==> config.mk <==
export PLATFORM = sky130hd
export DESIGN_NAME = fsk_dds_loader
export DESIGN_NICKNAME = d
export VERILOG_FILES = /design/src/rtl/fsk_dds_loader.sv
export SDC_FILE = /design/constraint.sdc
export NUM_CORES = 1
export LEC_CHECK = 0
export ABC_AREA = 1
export BUFFER_PORTS_ARGS = -buffer_cell sky130_fd_sc_hd__buf_2
export CORE_ASPECT_RATIO = 0.9
export CORE_UTILIZATION = 55
export CTS_BUF_LIST = sky130_fd_sc_hd__clkbuf_16
export DETAILED_ROUTE_END_ITERATION = 8
export GPL_TIMING_DRIVEN = 0
export PLACE_DENSITY = 0.76
export SETUP_SLACK_MARGIN = 0.4
export SYNTH_ARGS = -nofsm -noshare
export SYNTH_HDL_FRONTEND = slang
export SYNTH_SLANG_ARGS = --single-unit
export TNS_END_PERCENT = 5
==> constraint.sdc <==
create_clock -name i_Clk -period 3.5 [get_ports i_Clk]
set_input_delay 0.525 -clock i_Clk [delete_from_list [all_inputs] [get_ports i_Clk]]
set_output_delay 0.525 -clock i_Clk [all_outputs]
set_load 0.005 [all_outputs]
==> src/rtl/fsk_dds_loader.sv <==
// Feeds the single-CS SPI master that drives the FSK DDS. It sends the DDS init sequence,
// then turns FSK symbols into FSELECT control-word writes, two bytes per word, MSB first.
module fsk_dds_loader #(
    parameter logic [27:0] FREQ0_WORD = 28'h0A7C5AC,
    parameter logic [27:0] FREQ1_WORD = 28'h1000000,
    parameter logic [15:0] CTRL_RUN   = 16'h2000
) (
    input  logic       i_Clk,
    input  logic       i_Reset,
    input  logic       i_Enable,
    input  logic       i_Symbol,
    input  logic       i_Symbol_Valid,
    output logic       o_Symbol_Ready,
    output logic       o_Init_Done,
    output logic       o_Fsel,
    output logic [7:0] o_TX_Byte,
    output logic       o_TX_Valid,
    input  logic       i_TX_Ready,
    output logic       o_SPI_Start,
    output logic       o_SPI_Stop
);

    typedef enum logic [3:0] {
        OFF, ARM, LOAD, SEND_HI, WAIT_HI, SEND_LO, WAIT_LO, RUN, STOP
    } state_t;

    state_t      state, state_nxt;
    logic [2:0]  idx, idx_nxt;
    logic [15:0] word, word_nxt;
    logic        run_sym, run_sym_nxt;
    logic [7:0]  tx_byte_nxt;
    logic        tx_valid_nxt, start_nxt, stop_nxt, done_nxt, fsel_nxt;

    function automatic logic [15:0] init_word(input logic [2:0] i);
        case (i)
            3'd0:    return 16'h2100;
            3'd1:    return {2'b01, FREQ0_WORD[13:0]};
            3'd2:    return {2'b01, FREQ0_WORD[27:14]};
            3'd3:    return {2'b10, FREQ1_WORD[13:0]};
            3'd4:    return {2'b10, FREQ1_WORD[27:14]};
            3'd5:    return 16'hC000;
            default: return CTRL_RUN;
        endcase
    endfunction

    assign o_Symbol_Ready = i_Enable & (state == RUN);

    always_ff @(posedge i_Clk or posedge i_Reset) begin
        if (i_Reset) begin
            state       <= OFF;
            idx         <= 3'd0;
            word        <= 16'h0000;
            run_sym     <= 1'b0;
            o_TX_Byte   <= 8'h00;
            o_TX_Valid  <= 1'b0;
            o_SPI_Start <= 1'b0;
            o_SPI_Stop  <= 1'b0;
            o_Init_Done <= 1'b0;
            o_Fsel      <= 1'b0;
        end else begin
            state       <= state_nxt;
            idx         <= idx_nxt;
            word        <= word_nxt;
            run_sym     <= run_sym_nxt;
            o_TX_Byte   <= tx_byte_nxt;
            o_TX_Valid  <= tx_valid_nxt;
            o_SPI_Start <= start_nxt;
            o_SPI_Stop  <= stop_nxt;
            o_Init_Done <= done_nxt;
            o_Fsel      <= fsel_nxt;
        end
    end

    always_comb begin
        state_nxt    = state;
        idx_nxt      = idx;
        word_nxt     = word;
        run_sym_nxt  = run_sym;
        tx_byte_nxt  = o_TX_Byte;
        tx_valid_nxt = 1'b0;
        start_nxt    = 1'b0;
        stop_nxt     = 1'b0;
        done_nxt     = o_Init_Done;
        fsel_nxt     = o_Fsel;
        case (state)
            OFF: begin
                if (i_Enable) begin
                    start_nxt = 1'b1;
                    state_nxt = ARM;
                end
            end
            ARM: begin
                idx_nxt   = 3'd0;
                state_nxt = i_Enable ? LOAD : STOP;
            end
            LOAD: begin
                word_nxt  = o_Init_Done ? (CTRL_RUN | {4'b0000, run_sym, 11'b0})
                                        : init_word(idx);
                state_nxt = SEND_HI;
            end
            SEND_HI: begin
                if (i_TX_Ready) begin
                    tx_byte_nxt  = word[15:8];
                    tx_valid_nxt = 1'b1;
                    state_nxt    = WAIT_HI;
                end
            end
            // o_TX_Valid is high exactly in the first WAIT cycle, so it doubles as the guard
            WAIT_HI: begin
                if (!o_TX_Valid && i_TX_Ready) state_nxt = SEND_LO;
            end
            SEND_LO: begin
                if (i_TX_Ready) begin
                    tx_byte_nxt  = word[7:0];
                    tx_valid_nxt = 1'b1;
                    state_nxt    = WAIT_LO;
                end
            end
            WAIT_LO: begin
                if (!o_TX_Valid && i_TX_Ready) begin
                    if (o_Init_Done) begin
                        fsel_nxt  = run_sym;
                        state_nxt = i_Enable ? RUN : STOP;
                    end else if (!i_Enable) begin
                        state_nxt = STOP;
                    end else if (idx == 3'd6) begin
                        fsel_nxt  = 1'b0;
                        done_nxt  = 1'b1;
                        state_nxt = RUN;
                    end else begin
                        idx_nxt   = idx + 3'd1;
                        state_nxt = LOAD;
                    end
                end
            end
            RUN: begin
                if (!i_Enable) begin
                    state_nxt = STOP;
                end else if (i_Symbol_Valid && (i_Symbol != o_Fsel)) begin
                    run_sym_nxt = i_Symbol;
                    state_nxt   = LOAD;
                end
            end
            STOP: begin
                if (i_TX_Ready) begin
                    stop_nxt  = 1'b1;
                    done_nxt  = 1'b0;
                    state_nxt = OFF;
                end
            end
            default: state_nxt = OFF;
        endcase
    end

endmodule
=== Word level (Yosys, flattened, before mapping) ===
Index checks and enable logic that the tools add are counted.

* Bits of input ports: 6
* Output and inout port bits: 14
* Word-level logic and storage cells: 92
* Flip-flop bits (word level): 37

* Add/sub/neg operators: 1
* Mux-type cells: 38
* Bitwise gates (word level): 1
* Equality and inequality tests: 25
* Reduce and logical (&&, ||, !) cells: 17

{| class="wikitable"
|+ Operators by type and width
! operator !! number
|-
| $pmux 16 s6 || 1
|-
| $mux 4 || 12
|-
| $pmux 4 s9 || 1
|-
| $ne 2x2->1 const B || 9
|-
| $eq 4x3->1 const B || 4
|-
| $mux 16 || 1
|-
| $mux 8 || 2
|-
| $pmux 8 s2 || 1
|-
| $mux 3 || 5
|-
| $mux 1 || 13
|-
| $reduce_bool 2->1 || 5
|-
| $eq 3x3->1 const B || 3
|-
| $reduce_and 3->1 || 3
|-
| $eq 4x2->1 const B || 2
|-
| $reduce_and 7->1 || 1
|-
| $eq 3x2->1 const B || 2
|-
| $pmux 3 s2 || 1
|-
| $reduce_and 5->1 || 1
|-
| $eq 4x1->1 const B || 1
|-
| $eq 4x4->1 const B || 1
|-
| $logic_not 4->1 || 1
|-
| $reduce_and 4->1 || 1
|-
| $add 3x1->3 const B || 1
|-
| $eq 3x1->1 const B || 1
|-
| 8 further kinds || 9
|}

=== Longest topological paths before layout ===
* Depth in word-level cells: 6
* Gate-level depth with buffers: 10
* Mapped depth without buffers: 10

=== Least setup slack after synthesis ===
No wires, ideal clock.

* Path type: input -> output
* Start point: input i_Enable
* End point: output o_Symbol_Ready
* Cell stages on the path: 3
* Arrival: 886 ps
* Slack: 2089 ps
* Required time: 2975 ps
* Buffers on the path: 1
* Cell sequence: buf_2 nand3_1 inv_1

* Cells in the longest elaborated chain, start to end: 1

{| class="wikitable"
|+ RTL lines
! what !! line !! text
|-
| start: declaration || 10 || <nowiki>input logic i_Enable,</nowiki>
|-
| $and 1x1->1 || 46 || <nowiki>assign o_Symbol_Ready = i_Enable & (state == RUN);</nowiki>
|-
| end: declaration || 13 || <nowiki>output logic o_Symbol_Ready,</nowiki>
|}

No other way between the ends.

=== Worst setup path in the final report ===
* Start point: register state[0]
* End point: output o_Symbol_Ready

* Cells in the longest elaborated chain, start to end: 2

{| class="wikitable"
|+ RTL lines
! what !! line !! text
|-
| start: declaration || 27 || <nowiki>state_t state, state_nxt;</nowiki>
|-
| start signal: assignment || 61 || <nowiki>state <= state_nxt;</nowiki>
|-
| $eq 4x3->1 || 46 ||
|-
| $and 1x1->1 || 46 ||
|}

No other way between the ends.

==> out/results.ini <==
[final_layout]
layout_common_cells = 69 x nand2_1, 30 x dfrtp_1, 20 x nand3_1, 19 x inv_1, 19 x buf_2
drive_above_1_share_pct = 25.1
final_common_cell = nand2_1
final_cell_area_um2 = 1970
antenna_cells = 0
area_delta_synth_final_pct = 18.3
fillCellCount = 225
final_nets = 241

[logic_synthesis]
yosysSeqAreaShare_pct = 45.0
syn-num-nets = 216
synth_area_um2 = 1670
yosysUniqueCellTypes = 26
ys_warn_count = 0
ys_seq_elements = 30
syn_avg_cell_area_um2 = 8.14
syn_inst = 205

[placed_design]
routabilityCongestion = 0.991
dp_slack_ns = 1.92
io_buffers = 18
dp_hpwl_um = 2580
place_area_um2 = 1810

[run]
maxCapViolations = 0

[detailed_routing]
drc = 0
wire_per_inst_um = 12.6
drt-vias-per-instance = 5.20
drt-pass1-iter-count = 4
ant_nets = 0
finalWirelength_um = 3420
dr_total_vias = 1408
first_iter_violations = 74

[floorplanning]
die_h_um = 54.2
dieArea_um2 = 3260
core_area_um2 = 2820
num_rows = 18
fp.dieW_um = 60.0
start_util_pct = 59.2
ioPinCount = 20

[timing]
rsz0062_at_grt = no
holdWs_ns = 0.473
timing.final.ws_setup_ns = 1.69
maxSlewHeadroom_pct = 26.7
hold_violations = 0
clock_skew_ns = 0.00475
finalMaxSlewViolations = 0
min_period_over_period_pct = 51.7
min_period_ns = 1.81
worst_pin_slew_ns = 1.10
fmax_mhz = 553
final.setup.tns_ns = 0
setup_viol = 0

[cts]
cts_tree = done
cts_resized = 0
root_buffer = clkbuf_16
clockBufferDepth = 2
cts-buffers-inserted = 5
clkSinkCount = 30
clkTransAtPathRegs_ns = 0.05
ctsHoldBuffers = 0
clock_latency_ns = 0.28
postCtsSetupRepairBufs = 0
h-tree-depth = 2

[global_routing]
grt_start_max_net_pins = 31
grt_pass1_vias = 1275
track_usage_pct = 24.6
antenna_found_initial = 0
overflow = 0
grt_first_pass_wirelength_um = 5550

[power]
switchingPower_mw = 0.521
power_switching_share_pct = 35.8
internal_power_mw = 0.932
p_clk_share_pct = 32.8
p_leak_nw = 1.08
combinationalPowerShare_pct = 34.6
ir_drop_mv = 0.471
cellPowerDensity_nw_per_um2 = 736
fin_total_pwr_mw = 1.45
seqPwrFrac_pct = 32.6

[setup_path]
cp-start-kind = flip-flop
crit_type = flip-flop to primary output
cp_num_buf_inv = 4
crit_chain = buf_4 > nand2_1 > inv_1 > nand3_1 > inv_1 > buf_2
worst_ep_arrival_time_ns = 1.28
slowest_delay_ns = 0.36
path_delay_family = buffers and inverters
crit_slowest_cell = dfrtp_1
cpMostUsedCell = inv_1
crit_path_max_fanout = 8
endpoint_kind = primary output
cp.required_ns = 2.97

[status]
status = completed

[worst_hold_path]
hold_class = flip-flop to flip-flop

## worst register-to-register path, cell delays in order (launching register included)
cell and delay (ns):
dfrtp_1 0.44, inv_1 0.09, ha_1 0.24, nand2_1 0.10, nand2_1 0.08, nand2_1 0.08, nand2_1 0.05, nand2_1 0.08
nand2_1 0.06, nand3_1 0.09, nand2_1 0.06
## final timing paths
check	start	endpoint	slack, ns	cells past startpoint
worst max-delay path	state[0]	o_Symbol_Ready	1.69	6
worst min-delay path	o_TX_Byte[4]	o_TX_Byte[4]	0.47	2
worst max register to register	idx[0]	state[2]	2.02	10
worst min register to register	o_TX_Byte[4]	o_TX_Byte[4]	0.47	2
max in group asynchronous	i_Reset	o_Init_Done	2.31	2
min in group asynchronous	i_Reset	o_SPI_Start	0.52	2
## synthesized netlist by cell type (all sizes together)
master	number	area [um2]
inv	24	92.6
nand3b	1	7.51
o21ai	14	81.3
nand2	76	308
nor4	1	6.26
ha	5	62.6
dfrtp	30	751
a21oi	3	15.0
nand4	2	12.5
nand3	23	130
nor2	21	158
o211ai	1	7.51
buf	3	23.8
o31ai	1	12.5
## area by class of cell
class	instances	area, um2	area share (%)
Clock buffer	5	125	6.34
Sequential cell	30	751	38.0
Multi-Input combinational cell	148	801	40.6
Timing Repair Buffer	18	90.1	4.57
Inverter	24	92.6	4.69
Clock inverter	3	40.0	2.03
Buffer	3	23.8	1.20
Tap cell	40	50.0	2.54
## metrics by stage
step	utilization [%]	instances
final	70.1	271
after CTS	70.1	271
after floorplan	-	205
after detailed placement	64.2	263
after global placement	64.2	263
after global routing	70.1	271
## sequential cells by signal, indices dropped and copies added (netlist names)
| name | cells |
|---|---|
| o_Fsel | 1 |
| o_TX_Byte | 8 |
| word | 9 |
| state | 4 |
| o_TX_Valid | 1 |
| o_SPI_Stop | 1 |
| run_sym | 1 |
| o_Init_Done | 1 |
| o_SPI_Start | 1 |
| idx | 3 |
## cells by family after synthesis
family / count (synthesis) / share of synthesized area, %
AND/OR/NAND/NOR: 124 / 37.3
flip-flops: 30 / 45.0
buffers and inverters: 27 / 6.98
adder cells (fa/ha/maj): 5 / 3.75
AO/OA/AOI/OAI: 19 / 6.98
## per-layer routing
| metal | share of wire [%] | wire length, um | global-route usage (%) | up-vias |
|---|---|---|---|---|
| li1 | - | - | - | 697 |
| met1 | 45 | 1520 | 29.0 | 652 |
| met2 | 48 | 1640 | 39.6 | 51 |
| met3 | 5.6 | 191 | 9.93 | 8 |
| met4 | 1.8 | 61 | 11.2 | 0 |
| met5 | 0 | 0 | 0 | - |
## power by group through the flow
stage / logic, mW / registers [mW] / clock network (mW)
floorplan: 0.387 / 0.470 / 0
global placement: 0.479 / 0.471 / 0
detailed placement: 0.499 / 0.478 / 0
CTS: 0.501 / 0.472 / 0.487
global route: 0.558 / 0.481 / 0.500
finish: 0.503 / 0.473 / 0.477
(Power assumes the default switching activity.)
